[config.mk]
export PLATFORM = sky130hd
export DESIGN_NAME = block_mover_flat
export DESIGN_NICKNAME = d
export VERILOG_FILES = /design/src/rtl/block_mover_if.sv /design/src/rtl/block_mover.sv /design/src/flat_wrapper.sv
export SDC_FILE = /design/constraint.sdc
export NUM_CORES = 1
export LEC_CHECK = 0
export CORE_MARGIN = 10
export CORE_UTILIZATION = 55
export CTS_CLUSTER_SIZE = 8
export DETAILED_ROUTE_END_ITERATION = 7
export DONT_BUFFER_PORTS = 1
export GPL_TIMING_DRIVEN = 0
export PLACE_DENSITY = 0.7
export SYNTH_ARGS = -nofsm -noshare
export SYNTH_HDL_FRONTEND = slang
export SYNTH_SLANG_ARGS = --single-unit
[constraint.sdc]
create_clock -name CLK -period 6.6 [get_ports CLK]
set_clock_uncertainty 0.1 [all_clocks]
set_input_delay 0.66 -clock CLK [delete_from_list [all_inputs] [get_ports CLK]]
set_output_delay 0.66 -clock CLK [all_outputs]
set_load 0.005 [all_outputs]
[src/rtl/block_mover_if.sv]
// block_mover_if: board/request/piece-position bundle between a game
// controller (master) and block_mover (slave).
// Optional macro HARD_DROP_EN adds the hard_drop request line.
interface block_mover_if;
    localparam int unsigned BOARD_W = 128;
    localparam int unsigned XW      = 3;
    localparam int unsigned YW      = 4;

    logic [BOARD_W-1:0] board;
    logic               move_left;
    logic               move_right;
    logic               drop_tick;
`ifdef HARD_DROP_EN
    logic               hard_drop;
`endif

    logic [XW-1:0]      next_block1_x;
    logic [XW-1:0]      next_block2_x;
    logic [XW-1:0]      next_block3_x;
    logic [XW-1:0]      next_block4_x;
    logic [YW-1:0]      next_block1_y;
    logic [YW-1:0]      next_block2_y;
    logic [YW-1:0]      next_block3_y;
    logic [YW-1:0]      next_block4_y;
    logic               placed;
    logic               game_over;

    // Controller side: owns the board and the requests
    modport master (
        output board, move_left, move_right, drop_tick,
`ifdef HARD_DROP_EN
        output hard_drop,
`endif
        input  next_block1_x, next_block2_x, next_block3_x, next_block4_x,
        input  next_block1_y, next_block2_y, next_block3_y, next_block4_y,
        input  placed, game_over
    );

    // Mover side: consumes requests, owns the piece position
    modport slave (
        input  board, move_left, move_right, drop_tick,
`ifdef HARD_DROP_EN
        input  hard_drop,
`endif
        output next_block1_x, next_block2_x, next_block3_x, next_block4_x,
        output next_block1_y, next_block2_y, next_block3_y, next_block4_y,
        output placed, game_over
    );
endinterface

[src/rtl/block_mover.sv]
// block_mover: moves a horizontal 4-cell piece over an 8x16 occupancy board,
// handles gravity, locking, respawn and game-over detection.
// Optional macro HARD_DROP_EN adds a hard_drop request and a DROP state that
// falls one row per cycle until blocked.
module block_mover #(
    parameter int unsigned SPAWN_X = 2
) (
    input  logic          CLK,
    input  logic          reset,
    block_mover_if.slave  bus
);
    localparam int unsigned XW    = 3;
    localparam int unsigned YW    = 4;
    localparam int unsigned NCELL = 4;
    localparam logic [XW-1:0] X_MAX = XW'(7);
    localparam logic [YW-1:0] Y_MAX = YW'(15);

    typedef enum logic [2:0] {
        ST_ACTIVE   = 3'd0,
        ST_LOCK     = 3'd1,
        ST_SPAWN    = 3'd2,
        ST_GAMEOVER = 3'd3
`ifdef HARD_DROP_EN
        ,
        ST_DROP     = 3'd4
`endif
    } state_t;

    state_t        state_q, state_d;
    logic [XW-1:0] x_q [NCELL];
    logic [XW-1:0] x_d [NCELL];
    logic [YW-1:0] y_q [NCELL];
    logic [YW-1:0] y_d [NCELL];
    logic          placed_q, placed_d;
    logic          game_over_q, game_over_d;

    // Candidate neighbour coordinates; only used once the bounds check passes
    logic [XW-1:0] x_left  [NCELL];
    logic [XW-1:0] x_right [NCELL];
    logic [YW-1:0] y_down  [NCELL];
    logic [XW-1:0] x_spawn [NCELL];
    logic          left_ok, right_ok, down_ok, spawn_ok;

    // Legality of each move: bounds first, then board occupancy of the target
    always_comb begin
        left_ok  = 1'b1;
        right_ok = 1'b1;
        down_ok  = 1'b1;
        spawn_ok = 1'b1;
        for (int unsigned i = 0; i < NCELL; i++) begin
            x_left[i]  = x_q[i] - XW'(1);
            x_right[i] = x_q[i] + XW'(1);
            y_down[i]  = y_q[i] + YW'(1);
            x_spawn[i] = XW'(SPAWN_X + i);

            if (x_q[i] == '0) begin
                left_ok = 1'b0;
            end else if (bus.board[{y_q[i], x_left[i]}]) begin
                left_ok = 1'b0;
            end

            if (x_q[i] == X_MAX) begin
                right_ok = 1'b0;
            end else if (bus.board[{y_q[i], x_right[i]}]) begin
                right_ok = 1'b0;
            end

            if (y_q[i] == Y_MAX) begin
                down_ok = 1'b0;
            end else if (bus.board[{y_down[i], x_q[i]}]) begin
                down_ok = 1'b0;
            end

            if (bus.board[{YW'(0), x_spawn[i]}]) begin
                spawn_ok = 1'b0;
            end
        end
    end

    // Next state, next piece position, placed/game_over flags
    always_comb begin
        state_d     = state_q;
        x_d         = x_q;
        y_d         = y_q;
        game_over_d = game_over_q;

        case (state_q)
            ST_ACTIVE: begin
`ifdef HARD_DROP_EN
                if (bus.hard_drop) begin
                    if (down_ok) begin
                        y_d     = y_down;
                        state_d = ST_DROP;
                    end else begin
                        state_d = ST_LOCK;
                    end
                end else
`endif
                if (bus.drop_tick) begin
                    if (down_ok) begin
                        y_d = y_down;
                    end else begin
                        state_d = ST_LOCK;
                    end
                end else if (bus.move_left && !bus.move_right) begin
                    if (left_ok) begin
                        x_d = x_left;
                    end
                end else if (bus.move_right && !bus.move_left) begin
                    if (right_ok) begin
                        x_d = x_right;
                    end
                end
            end

            ST_LOCK: begin
                state_d = ST_SPAWN;
            end

            ST_SPAWN: begin
                if (spawn_ok) begin
                    x_d     = x_spawn;
                    for (int unsigned i = 0; i < NCELL; i++) begin
                        y_d[i] = '0;
                    end
                    state_d = ST_ACTIVE;
                end else begin
                    game_over_d = 1'b1;
                    state_d     = ST_GAMEOVER;
                end
            end

            ST_GAMEOVER: begin
                state_d = ST_GAMEOVER;
            end

`ifdef HARD_DROP_EN
            ST_DROP: begin
                if (down_ok) begin
                    y_d = y_down;
                end else begin
                    state_d = ST_LOCK;
                end
            end
`endif

            default: begin
                state_d = ST_ACTIVE;
            end
        endcase

        // placed is low for exactly the cycle spent in LOCK
        placed_d = (state_d != ST_LOCK);
    end

    // State and output registers; reset returns the piece to spawn at once
    always_ff @(posedge CLK or posedge reset) begin
        if (reset) begin
            state_q     <= ST_ACTIVE;
            placed_q    <= 1'b1;
            game_over_q <= 1'b0;
            for (int unsigned i = 0; i < NCELL; i++) begin
                x_q[i] <= XW'(SPAWN_X + i);
                y_q[i] <= '0;
            end
        end else begin
            state_q     <= state_d;
            placed_q    <= placed_d;
            game_over_q <= game_over_d;
            x_q         <= x_d;
            y_q         <= y_d;
        end
    end

    // Drive the bus from the registered position and flags
    assign bus.next_block1_x = x_q[0];
    assign bus.next_block2_x = x_q[1];
    assign bus.next_block3_x = x_q[2];
    assign bus.next_block4_x = x_q[3];
    assign bus.next_block1_y = y_q[0];
    assign bus.next_block2_y = y_q[1];
    assign bus.next_block3_y = y_q[2];
    assign bus.next_block4_y = y_q[3];
    assign bus.placed        = placed_q;
    assign bus.game_over     = game_over_q;

endmodule

[src/flat_wrapper.sv]
// flat-port wrapper written by rule: the top's interface ports become plain ports
module block_mover_flat 
#(
    parameter int unsigned SPAWN_X = 2
)
  (CLK, reset, bus_board, bus_move_left, bus_move_right, bus_drop_tick, bus_next_block1_x, bus_next_block2_x, bus_next_block3_x, bus_next_block4_x, bus_next_block1_y, bus_next_block2_y, bus_next_block3_y, bus_next_block4_y, bus_placed, bus_game_over);
  block_mover_if bus_i ();
  input  logic CLK;
  input  logic reset;
  input wire logic [$bits(bus_i.board)-1:0] bus_board;
  input wire logic [$bits(bus_i.move_left)-1:0] bus_move_left;
  input wire logic [$bits(bus_i.move_right)-1:0] bus_move_right;
  input wire logic [$bits(bus_i.drop_tick)-1:0] bus_drop_tick;
  output wire logic [$bits(bus_i.next_block1_x)-1:0] bus_next_block1_x;
  output wire logic [$bits(bus_i.next_block2_x)-1:0] bus_next_block2_x;
  output wire logic [$bits(bus_i.next_block3_x)-1:0] bus_next_block3_x;
  output wire logic [$bits(bus_i.next_block4_x)-1:0] bus_next_block4_x;
  output wire logic [$bits(bus_i.next_block1_y)-1:0] bus_next_block1_y;
  output wire logic [$bits(bus_i.next_block2_y)-1:0] bus_next_block2_y;
  output wire logic [$bits(bus_i.next_block3_y)-1:0] bus_next_block3_y;
  output wire logic [$bits(bus_i.next_block4_y)-1:0] bus_next_block4_y;
  output wire logic [$bits(bus_i.placed)-1:0] bus_placed;
  output wire logic [$bits(bus_i.game_over)-1:0] bus_game_over;
  assign bus_i.board = bus_board;
  assign bus_i.move_left = bus_move_left;
  assign bus_i.move_right = bus_move_right;
  assign bus_i.drop_tick = bus_drop_tick;
  assign bus_next_block1_x = bus_i.next_block1_x;
  assign bus_next_block2_x = bus_i.next_block2_x;
  assign bus_next_block3_x = bus_i.next_block3_x;
  assign bus_next_block4_x = bus_i.next_block4_x;
  assign bus_next_block1_y = bus_i.next_block1_y;
  assign bus_next_block2_y = bus_i.next_block2_y;
  assign bus_next_block3_y = bus_i.next_block3_y;
  assign bus_next_block4_y = bus_i.next_block4_y;
  assign bus_placed = bus_i.placed;
  assign bus_game_over = bus_i.game_over;
  block_mover #(.SPAWN_X(SPAWN_X)) u_core (.CLK(CLK), .reset(reset), .bus(bus_i));
endmodule
==> impl_metrics.yaml, run 1 <==
run_status:
  status: "finished clean"
pwr:
  total_power_mw: 4.90
  irDropWorstVdd_uv: 149
  cellLeakagePower_nw: 5.26
  power_density_nw_per_um2: 304
synthesis:
  synthFlopType: "dfrtp_1"
  synth-async-reset-ratio_pct: 100
  synth_fp_nets: 1468
  synth.distinct_cells: 70
  synth_seq_area_share_pct: 5.43
  yosys_warnings: 0
  synth_edf_count: 0
  synthCells: 1315
  syn_area_per_cell_sq_um: 11.7
  ys_ff_latch: 33
  syn_area_sq_um: 15400
grt:
  grt_remaining_overflow: 0
  grt.busiest_layer: "met2"
  grt_use_met3_pct: 23.0
  met2_usage_pct: 66.4
  grt_max_degree: 34
  antenna_found_initial: 1
  grt_use_total_pct: 45.5
  grt_pass1_vias: 15400
  grt_pass1_wl_um: 115000
  gr-usage-met1_pct: 53.4
critical_path:
  critical_path_class: "flop to flop"
  worstPathCellList: "clkbuf_1 -> buf_2 -> buf_2 -> inv_1 -> ha_1 -> clkbuf_1 -> buf_2 -> buf_2 -> buf_2 -> nor2_1 -> a22oi_1 -> a31oi_1 -> a211oi_1 -> o32a_1 -> o211ai_1 -> o32ai_2 -> buf_4 -> nor4b_1 -> a211oi_1"
  worst_path_max_delay_cell: "clkbuf_1"
  crit_buf_inv: 9
  critPathMaxFanout: 10
  crit_path_start_kind: "flop"
  crit_path_end_kind: "flop"
  arrival_ns: 6.64
  crit_family: "buffers and inverters"
  critPathMostFrequentCell: "buf_2"
  worst-endpoint-required_ns: 6.68
  slowest_delay_ns: 0.57
layout:
  multi_input_area_sq_um: 13300
  layout-drive-gt1-share_pct: 41.4
  regArea_sq_um: 835
  final_common_cell: "mux4_2"
  nets: 1476
  syn_to_final_growth_pct: 4.91
  layout_common_cells: "406 x mux4_2, 181 x clkbuf_1, 88 x mux2i_1"
  stdcell_count: 1704
  fillers: 2351
place:
  place_congestion: 1.09
  dp_cells: 1694
  place_ws_ns: -1.10
  dp_hpwl_um: 63200
  portBuffers: 0
routing:
  drt_pass1_iterations: 6
  post_drt_wl_per_cell_um: 48.2
  num_vias: 15700
  drtIter0Drc: 3019
  drt.antenna.violating_nets: 0
  drc: 0
  avgViaCountPerCell: 9.23
  wirelength_um: 82100
clocking:
  cts.path.max_buffers: 2
  cts_tree: "yes"
  cts_root_buf: "clkbuf_16"
  cts_resized: 16
  clock_latency_ns: 0.29
  clk_pin_slew_ns: 0.05
  cts_buffers: 5
  htree_num_levels: 2
  cts-hold-fix-buffers: 0
  cts_setup_buffers: 0
  cts.sinks: 33
die:
  fp.coreArea_sq_um: 27700
  die_y_um: 187
  initial_core_util_pct: 55.4
  die_w_um: 187
  ioPinCount: 163
  rows: 61
  fp.dieArea_sq_um: 35000
flow_run:
  drv_cap: 0
hold_path:
  worstHoldPathType: "input port to asynchronous set/reset pin"
timing:
  worst_slew_pin_slew_ns: 1.34
  setup_violations: 0
  fmax_ghz: 0.153
  finalCritPeriodShare_pct: 99.3
  hold_viol_final: 0
  maxSlewViolCount: 0
  max_slew_margin_pct: 10.5
  setup_ws_ns: 0.0446
  rsz0062_at_grt: "no"
  min_period_ns: 6.56
  hold-worst-slack_ns: 0.0925
  timing.setup.tns_ns: 0
report_power, final:
group | internal [mW] | total (mW) | switching, mW
clock network | 0.138 | 0.230 | 0.0916
logic | 1.85 | 4.32 | 2.47
registers | 0.247 | 0.348 | 0.101
metrics by stage:
step / util [%] / area (sq um)
after floorplan: - / 15400
after global placement: 57.1 / 15800
after detailed placement: 57.2 / 15800
after CTS: 57.9 / 16000
after global routing: 58.1 / 16100
final: 58.2 / 16100
cell type report:
class | count | area share (%)
clock buffers | 5 | 0.776
diodes | 2 | 0.0311
plain buffers | 275 | 7.47
repair buffers | 2 | 0.217
clock inverters | 3 | 0.109
inverters | 28 | 0.676
multi-input cells | 978 | 82.6
flip-flops and latches | 33 | 5.18
well taps | 378 | 2.94
synth_stat cells (all sizes together), types with 5 or more instances:
| master | count | area, sq um |
|---|---|---|
| nand2b | 6 | 37.5 |
| a211oi | 22 | 165 |
| buf | 82 | 432 |
| dfstp | 7 | 184 |
| o211ai | 5 | 37.5 |
| nand2 | 51 | 191 |
| inv | 26 | 97.6 |
| xor2 | 6 | 60.1 |
| a31oi | 23 | 144 |
| mux2 | 22 | 248 |
| a22oi | 12 | 104 |
| nor3 | 12 | 65.1 |
| a22o | 8 | 70.1 |
| dfrtp | 26 | 651 |
| nor4b | 6 | 52.6 |
| a21oi | 21 | 105 |
| ha | 20 | 250 |
| clkbuf | 194 | 728 |
| o2111ai | 10 | 87.6 |
| nor2 | 35 | 131 |
| o21ai | 16 | 80.1 |
| a2111oi | 7 | 61.3 |
| o22ai | 7 | 43.8 |
| nand4 | 15 | 93.8 |
| and2 | 9 | 56.3 |
| nor2b | 23 | 144 |
| or2 | 5 | 31.3 |
| xnor2 | 10 | 87.6 |
| mux4 | 406 | 9140 |
| mux2i | 88 | 881 |
| or3 | 6 | 37.5 |
| nand3 | 66 | 330 |
worst reg2reg max path: cells and delay by family, from the launching register on:
family          cells  cell delay, ns
buf+inv             9            3.31
simple gates        2            0.54
flops               1            0.55
fa+ha+maj           1            0.28
compound gates      7            1.65
cell families after synthesis:
| family | Yosys count | share of synthesized area [%] |
|---|---|---|
| flops | 33 | 5.43 |
| simple gates | 252 | 8.49 |
| buf+inv | 304 | 8.24 |
| other cells | 1 | 0.0244 |
| compound gates | 173 | 8.35 |
| mux | 516 | 66.9 |
| fa+ha+maj | 20 | 1.63 |
| xor+xnor | 16 | 0.961 |
metal layers:
metal | part of all wire, % | up-vias
li1 | - | 5523
met1 | 31 | 7719
met2 | 42 | 2002
met3 | 19 | 488
met4 | 7.7 | 2
met5 | 0.038 | -
flip-flops by register name, summed over array words and instances, names as in the netlist, 3 cells and up:
signal                    count
u_core.bus.next_block1_x      3
u_core.bus.next_block1_y      4
u_core.bus.next_block2_x      3
u_core.bus.next_block2_y      4
u_core.bus.next_block3_x      3
u_core.bus.next_block3_y      4
u_core.bus.next_block4_x      3
u_core.bus.next_block4_y      4
u_core.state_q                3
final timing paths:
kind,start,end,slack [ns],depth (start not counted)
setup / recovery,u_core.bus.next_block1_x[1],u_core.bus.next_block2_x[0],0.04,19
setup reg to reg,u_core.bus.next_block1_x[1],u_core.bus.next_block2_x[0],0.04,19
max in group asynchronous,reset,u_core.bus.next_block1_x[1],5.82,2
hold / removal,reset,u_core.bus.next_block3_y[3],0.09,1
min in group CLK,u_core.bus.game_over,u_core.bus.game_over,0.41,1
hold reg to reg,u_core.bus.game_over,u_core.bus.game_over,0.41,1
Power figures use the tool's default switching activity.
==> inputs of run 2 (changes only) <==
--- a/config.mk
+++ b/config.mk
@@ -6,12 +6,11 @@
 export NUM_CORES = 1
 export LEC_CHECK = 0
 export CORE_MARGIN = 10
-export CORE_UTILIZATION = 55
+export CORE_UTILIZATION = 35
 export CTS_CLUSTER_SIZE = 8
 export DETAILED_ROUTE_END_ITERATION = 7
 export DONT_BUFFER_PORTS = 1
 export GPL_TIMING_DRIVEN = 0
-export PLACE_DENSITY = 0.7
 export SYNTH_ARGS = -nofsm -noshare
 export SYNTH_HDL_FRONTEND = slang
 export SYNTH_SLANG_ARGS = --single-unit
==> impl_metrics.yaml, run 2 (same netlist as run 1, synthesis figures left out) <==
run_status:
  status: "finished clean"
pwr:
  cellLeakagePower_nw: 5.27
  total_power_mw: 4.99
  seq_power_share_pct: 7.0
  combinationalPowerShare_pct: 87.3
  irDropWorstVdd_uv: 233
  p_switching_mw: 2.71
  clockPowerShare_pct: 5.7
  intPower_mw: 2.28
  power_density_nw_per_um2: 305
  p_sw_share_pct: 54.2
clocking:
  clk_pin_slew_ns: 0.06
  htree_num_levels: 2
  cts_root_buf: "clkbuf_16"
  cts.sinks: 33
  cts.path.max_buffers: 2
  cts_buffers: 5
  cts_tree: "yes"
  cts_setup_buffers: 0
  clock_latency_ns: 0.29
grt:
  grt_pass1_wl_um: 119000
  grt_max_degree: 34
  grt_remaining_overflow: 0
  grt_pass1_vias: 15200
  antenna_found_initial: 1
  grt_use_total_pct: 31.2
place:
  portBuffers: 0
  dp_hpwl_um: 66500
  place_congestion: 1.05
  place_ws_ns: -1.22
  post_dp_cell_area_sq_um: 16100
timing:
  setup_violations: 0
  fmax_ghz: 0.156
  hold-worst-slack_ns: 0.0690
  setup_ws_ns: 0.196
  finalCritPeriodShare_pct: 97.0
  max_slew_margin_pct: 17.4
  maxSlewViolCount: 0
  min_period_ns: 6.40
  worst_slew_pin_slew_ns: 1.24
  hold_viol_final: 0
critical_path:
  crit_path_start_kind: "flop"
  crit_path_end_kind: "flop"
  r2r-end: "u_core.bus.next_block3_x[1]"
  critPathMaxFanout: 10
  critical_path_class: "flop to flop"
  rr_worst_depth: 17
  worst-endpoint-required_ns: 6.69
  arrival_ns: 6.49
  reg2reg_slack_ns: 0.20
  r2r-start: "u_core.bus.next_block2_x[0]"
die:
  ioPinCount: 163
  rows: 76
  fp.dieArea_sq_um: 52700
  die_w_um: 229
  initial_core_util_pct: 35.5
  fp.coreArea_sq_um: 43300
  die_y_um: 229
layout:
  syn_to_final_growth_pct: 6.62
  regArea_sq_um: 835
  fin_area_sq_um: 16400
  layout-drive-gt1-share_pct: 41.1
  fillers: 4262
  final_common_cell: "mux4_2"
  nets: 1474
  multi_input_area_sq_um: 13300
  layout_common_cells: "406 x mux4_2, 183 x clkbuf_1, 88 x mux2i_1"
  fin_util_pct: 37.9
routing:
  num_vias: 15600
  drt.antenna.violating_nets: 0
  avgViaCountPerCell: 8.15
  drtIter0Drc: 2898
  wirelength_um: 84900
  post_drt_wl_per_cell_um: 44.5
  drc: 0
  drt_pass1_iterations: 6
  wl_met2_um: 35600
  drt-met1-wl_um: 28600
  highest_layer: "met5"
  wl_met3_um: 16500
flow_run:
  drv_cap: 0
hold_path:
  worstHoldPathType: "input port to asynchronous set/reset pin"
## run 2: layout make-up
| class | instances | share of cell area (%) |
|---|---|---|
| Antenna cell | 2 | 0.0306 |
| Buffer | 273 | 7.23 |
| Clock buffer | 7 | 0.871 |
| Clock inverter | 1 | 0.183 |
| Inverter | 28 | 0.665 |
| Multi-Input combinational cell | 978 | 81.3 |
| Sequential cell | 33 | 5.10 |
| Tap cell | 585 | 4.47 |
| Timing Repair Buffer | 2 | 0.168 |
## run 2: repair_timing
item,4_1_cts,5_1_grt
pin swaps,0,1
hold buffers,0,0
gates resized for setup,13,20
setup endpoints to repair,12,12
## run 2: power by group through the flow
stage	Clock [mW]	Combinational, mW	Sequential, mW
CTS	0.282	4.12	0.343
finish	0.283	4.36	0.348
floorplan	0	2.87	0.292
detailed placement	0	4.10	0.346
global placement	0	4.08	0.345
global route	0.287	4.47	0.352
## run 2: routing by layer
layer  global-route usage (%)  vias up
li1                         -     5514
met1                     38.8     7945
met2                     45.1     1799
met3                     16.2      304
met4                     11.5        2
met5                    0.378        -
## run 2: critical path, cell delays in order (launching register included)
cell and delay (ns):
dfstp_2 0.58, buf_6 0.20, buf_6 0.23, buf_4 0.29, clkinvlp_4 0.39, ha_1 0.42, clkbuf_1 0.36, clkbuf_4 0.42
mux4_2 0.55, mux4_2 0.49, nor2_1 0.13, a2111oi_0 0.14, nor4_2 0.68, o311ai_0 0.29, o32ai_2 0.28, buf_4 0.27
mux2_2 0.34, o21ai_0 0.11
## run 2: worst max-delay path by stage
stage	depth (start not counted)	start	to
finish	17	u_core.bus.next_block2_x[0]	u_core.bus.next_block3_x[1]
global route	18	u_core.bus.next_block2_x[0]	u_core.bus.next_block3_x[1]
CTS	17	u_core.bus.next_block2_x[0]	u_core.bus.next_block3_x[1]
detailed placement	17	u_core.bus.next_block2_x[1]	u_core.bus.next_block3_x[1]
global placement	17	u_core.bus.next_block2_x[1]	u_core.bus.next_block3_x[1]
floorplan	16	u_core.bus.next_block2_x[1]	u_core.bus.next_block2_x[2]
## run 2: per-stage QoR
step / std cells / TNS, ns
2_1_floorplan: 1315 / 0
6_report: 1909 / 0
3_3_place_gp: 1900 / -12.53
3_5_place_dp: 1901 / -13.31
5_1_grt: 1907 / -0.0442
4_1_cts: 1908 / 0
